<file path="src/rtl/cpu_types_pkg.sv">
// Shared CPU types: register-select width and the hazard sequencer state encoding.
package cpu_types_pkg;

  localparam int REGBITS = 5;

  typedef logic [REGBITS-1:0] regbits_t;

  typedef enum logic [1:0] {
    RUN    = 2'd0,
    DWAIT  = 2'd1,
    HALTED = 2'd2
  } hzstate_t;

endpackage

</file>
<file path="src/rtl/sat_counter.sv">
// Saturating up-counter: holds at all-ones instead of wrapping; clear has priority over inc.
module sat_counter #(
  parameter int W = 32
) (
  input  logic         CLK,
  input  logic         clear,
  input  logic         inc,
  output logic [W-1:0] count
);

  localparam logic [W-1:0] ONE = {{(W-1){1'b0}}, 1'b1};

  always_ff @(posedge CLK) begin
    if (clear) begin
      count <= '0;
    end else if (inc && (count != '1)) begin
      count <= count + ONE;
    end
  end

endmodule

</file>
<file path="src/rtl/hazard_sequencer.sv">
// Pipeline sequencing controller: latch enables/flushes and PC enable for the 5-stage datapath,
// with data-wait / halt tracking and saturating stall and flush counters.
module hazard_sequencer
  import cpu_types_pkg::*;
#(
  parameter int CNT_W = 32,
  parameter int REG_W = 5
) (
  input  logic             CLK,
  input  logic             RST,
  input  logic             ihit,
  input  logic             dhit,
  input  logic             mem_dREN,
  input  logic             mem_dWEN,
  input  logic             mem_halt,
  input  logic             ex_dREN,
  input  logic [REG_W-1:0] ex_wsel,
  input  logic             ex_jump_taken,
  input  logic [REG_W-1:0] id_rs,
  input  logic [REG_W-1:0] id_rt,
  input  logic             id_uses_rt,
  output logic             pc_en,
  output logic             ifid_en,
  output logic             idex_en,
  output logic             exmem_en,
  output logic             memwb_en,
  output logic             ifid_flush,
  output logic             idex_flush,
  output logic             exmem_flush,
  output logic             halted,
  output logic [CNT_W-1:0] dstall_cnt,
  output logic [CNT_W-1:0] istall_cnt,
  output logic [CNT_W-1:0] flush_cnt
);

  hzstate_t   state, state_next;
  logic       dstall, ldhaz;
  logic [7:0] ctrl;
  logic       dstall_inc, istall_inc, flush_inc;
  logic       halted_q;
  logic [CNT_W-1:0] dstall_q, istall_q, flush_q;

  assign dstall = (mem_dREN | mem_dWEN) & ~dhit;
  assign ldhaz  = ex_dREN & (ex_wsel != '0) &
                  ((ex_wsel == id_rs) | (id_uses_rt & (ex_wsel == id_rt)));

  // ctrl = {pc, ifid_en, idex_en, exmem_en, memwb_en, ifid_flush, idex_flush, exmem_flush}.
  // RUN and DWAIT share one priority chain: a DWAIT cycle that sees dhit falls through to it.
  always_comb begin
    ctrl       = 8'b0000_0000;
    state_next = state;
    dstall_inc = 1'b0;
    istall_inc = 1'b0;
    flush_inc  = 1'b0;
    if (state != HALTED) begin
      if (dstall) begin
        state_next = DWAIT;
        dstall_inc = 1'b1;
      end else if (mem_halt) begin
        ctrl       = 8'b0001_1001;
        state_next = HALTED;
      end else if (ex_jump_taken) begin
        ctrl       = 8'b1111_1110;
        state_next = RUN;
        flush_inc  = 1'b1;
      end else if (ldhaz) begin
        ctrl       = 8'b0011_1010;
        state_next = RUN;
      end else if (!ihit) begin
        ctrl       = 8'b0111_1100;
        state_next = RUN;
        istall_inc = 1'b1;
      end else begin
        ctrl       = 8'b1111_1000;
        state_next = RUN;
      end
    end
  end

  always_ff @(posedge CLK) begin
    if (RST) begin
      state    <= RUN;
      halted_q <= 1'b0;
    end else begin
      state    <= state_next;
      halted_q <= (state_next == HALTED);
    end
  end

  sat_counter #(.W(CNT_W)) u_dstall_cnt (
    .CLK   (CLK),
    .clear (RST),
    .inc   (dstall_inc),
    .count (dstall_q)
  );

  sat_counter #(.W(CNT_W)) u_istall_cnt (
    .CLK   (CLK),
    .clear (RST),
    .inc   (istall_inc),
    .count (istall_q)
  );

  sat_counter #(.W(CNT_W)) u_flush_cnt (
    .CLK   (CLK),
    .clear (RST),
    .inc   (flush_inc),
    .count (flush_q)
  );

  // Reset forces every output low, including registers that have not yet seen the edge.
  assign {pc_en, ifid_en, idex_en, exmem_en, memwb_en,
          ifid_flush, idex_flush, exmem_flush} = RST ? 8'b0000_0000 : ctrl;
  assign halted     = halted_q & ~RST;
  assign dstall_cnt = RST ? '0 : dstall_q;
  assign istall_cnt = RST ? '0 : istall_q;
  assign flush_cnt  = RST ? '0 : flush_q;

endmodule

</file>
<file path="config.mk">
export PLATFORM = sky130hd
export DESIGN_NAME = hazard_sequencer
export DESIGN_NICKNAME = d
export VERILOG_FILES = /design/src/rtl/cpu_types_pkg.sv /design/src/rtl/sat_counter.sv /design/src/rtl/hazard_sequencer.sv
export SDC_FILE = /design/constraint.sdc
export NUM_CORES = 1
export LEC_CHECK = 0
export ABC_CLOCK_PERIOD_IN_PS = 5440
export CORE_ASPECT_RATIO = 0.6
export CORE_MARGIN = 2
export CORE_UTILIZATION = 40
export CTS_CLUSTER_DIAMETER = 50
export DETAILED_ROUTE_END_ITERATION = 7
export PLACE_DENSITY = 0.65
export SYNTH_ARGS = -nofsm -noshare
export SYNTH_HDL_FRONTEND = slang
export SYNTH_HIERARCHICAL = 1
export SYNTH_SLANG_ARGS = --single-unit
</file>
<file path="constraint.sdc">
create_clock -name CLK -period 5.44 [get_ports CLK]
set_clock_uncertainty 0.05 [all_clocks]
set_input_delay 0.544 -clock CLK [delete_from_list [all_inputs] [get_ports CLK]]
set_output_delay 0.544 -clock CLK [all_outputs]
set_load 0.1 [all_outputs]
</file>
==> flow_metrics.tcl <==
set metrics [dict create \
    status "finished, final reports clean" \
    cap_violations 0 \
    io_pins 130 \
    post-cts-setup-buffers 0 \
    rr_startpoint "state[1]" \
    ys_seq_area_frac 0.329 \
    start_util 0.412 \
    post-route-util 0.532 \
    ant_nets 0 \
    switching_share 0.226 \
    p_sw_mw 0.354 \
    num_antenna_cells 0 \
    syn_inst 753 \
    power_density_nw_per_um2 202 \
    finalPower_mw 1.57 \
    cts.clk_slew.worst_paths_ns 0.07 \
    h-tree-depth 3 \
    worstMarginPinSlew_ns 1.01 \
    cp_max_fo 10 \
    required_ns 5.61 \
    synth_edf_count 0 \
    track_usage 0.207 \
    postCtsResizedCells 0 \
    slew_violations 0 \
    core_um2 14600 \
    drt_first_iter_violations 448 \
    synthToLayoutAreaGrowth_pct 28.9 \
    first_pass_iters 5 \
    setup_tns_ns 0 \
    multi_input_area_um2 3840 \
    place_inst 1039 \
    hold_viol_final 0 \
    hold_start "u_istall_cnt/count[15]" \
    setup_violations 0 \
    ys_async_sr_fraction 0 \
    place.gp.congestion 0.804 \
    whs_path_depth 2 \
    p_int_mw 1.21 \
    fin_area_um2 7760 \
    fin_crit_ns 3.86 \
    cts_inserted_buffers 9 \
    grt_pass1_wl_um 27500 \
    syn_nets 781 \
    fp.dieW_um 162 \
    netlist_area_um2 6020 \
    critPathLaunch "ex_wsel[1]" \
    place_area_um2 7440 \
    critical_path_class "in2reg" \
    rows 34 \
    fillCellCount 1389 \
    dieArea_um2 16100 \
    final_nets 880 \
    max_freq_mhz 259 \
    drc 0 \
    min-delay-path-class "reg2reg" \
    cp-start-kind "input pin" \
    grt_max_degree 185 \
    register_area_um2 1980 \
    syn_avg_cell_area_um2 7.99 \
    hold_buffers 0 \
    antenna_found_initial 0 \
    cts_num_sinks 99 \
    p_seq_frac 0.467 \
    setup.worst_path.end_class "flip-flop" \
    synth_cell_types 48 \
    clock_path_buffers 2 \
    p_comb_frac 0.082 \
    layout_common_cells "128 x clkdlybuf4s50_1, 105 x nor2b_1, 99 x dfxtp_1" \
    root_buffer "clkbuf_16" \
    finalNonFillerCells 1052 \
    rsz0062_at_grt "no" \
    p_clk_frac 0.451 \
    clkLatencyLatePin_ns 0.34 \
    yosys_warnings 6 \
    slew_headroom 0.326 \
    die_y_um 99 \
    ir_drop_uv 131 \
    pre_cts_ws_ns 1.21 \
    fin_ws_ns 1.58 \
    vias_per_cell 5.68 \
    synth_flop_cell "dfxtp_1" \
    cts_tree "yes" \
    route.vias.total 5976 \
    ys_seq_elements 99 \
    wl_per_cell_um 15.9 \
    grt-ovfl-total 0 \
    wl_um 16700 \
    p_leak_nw 2.29 \
    drive_above_1_share 0.0550 \
    portBuffers 129 \
    critPathArrivalTime_ns 4.03 \
    grt_pass1_vias 5476 \
    hold_slack_ns 0.448 \
    rr_worst_depth 9 \
    finalCritPeriodShare 0.710 \
    layout_commonest_cell "clkdlybuf4s50_1" \
    place_hpwl_um 12000 \
]
==> cell usage after synthesis, drive strengths merged (5+ instances only) <==
cell type / n / area, µm²
and2: 5 / 31.3
or4: 37 / 278
xnor2: 28 / 245
mux2: 6 / 67.6
a2111oi: 6 / 52.6
inv: 7 / 26.3
buf: 11 / 56.3
nor3: 10 / 50.1
nor2: 46 / 173
nand4: 31 / 194
nand3: 43 / 230
nand2: 34 / 128
and3: 12 / 90.1
nor4: 16 / 125
o21ai: 26 / 130
nor2b: 105 / 657
or3: 33 / 221
o31ai: 36 / 270
and4: 12 / 105
a21oi: 70 / 350
dfxtp: 99 / 1980
clkbuf: 35 / 131
nor3b: 6 / 45.0
==> worst max-delay path, cell delays in order <==
cell             delay (ns)
clkdlybuf4s50_1        0.46
or4_1                  0.53
o21a_1                 0.22
a21oi_1                0.43
nand4_1                0.40
nor4_2                 0.63
nand4_1                0.15
nor4_1                 0.30
mux2_2                 0.37
==> logic make-up (layout without fill, tap and decap cells) <==
group                      Yosys count  in the layout  share of synthesized area
buffers and inverters               53            154                     0.0356
adders and majority gates            3              3                    0.00624
and+or+nand+nor                    399            399                      0.397
xor gates and xnor gates            31             31                     0.0451
AOI/OAI and AO/OA                  159            159                      0.170
DFF                                 99             99                      0.329
muxes                                9              9                     0.0162
==> per-layer routing <==
layer  up-vias  global-route usage  wire (µm)
met5         -                   0          0
met4         0              0.0422        136
met3        11              0.0421        906
met2       163               0.317       7280
met1      2817               0.302       8370
li1       2985                   -          -
==> registers in the layout, indices dropped and copies added, names as in the netlist <==
name / flops
halted_q: 1
state: 2
u_dstall_cnt/count: 32
u_flush_cnt/count: 32
u_istall_cnt/count: 32
==> cell type report <==
| cell class | count | share of cell area |
|---|---|---|
| Clock buffer | 10 | 0.0295 |
| Sequential cell | 99 | 0.255 |
| Clock inverter | 3 | 0.0116 |
| Inverter | 7 | 0.00339 |
| Tap cell | 198 | 0.0319 |
| Multi-Input combinational cell | 601 | 0.495 |
| Timing Repair Buffer | 134 | 0.173 |
==> worst paths after layout <==
kind	endpoint	slack (ns)
setup / recovery	u_istall_cnt/count[31]	1.58
hold / removal	u_istall_cnt/count[15]	0.45
setup reg to reg	u_istall_cnt/count[31]	2.16
hold reg to reg	u_istall_cnt/count[15]	0.45
==> power groups by stage <==
| stage | Sequential (mW) | Combinational (mW) | Clock, mW |
|---|---|---|---|
| floorplan | 0.748 | 0.0885 | 0 |
| global placement | 0.749 | 0.126 | 0 |
| detailed placement | 0.749 | 0.129 | 0 |
| CTS | 0.732 | 0.129 | 0.728 |
| global route | 0.733 | 0.137 | 0.758 |
| finish | 0.732 | 0.128 | 0.706 |
(Power assumes the default switching activity.)
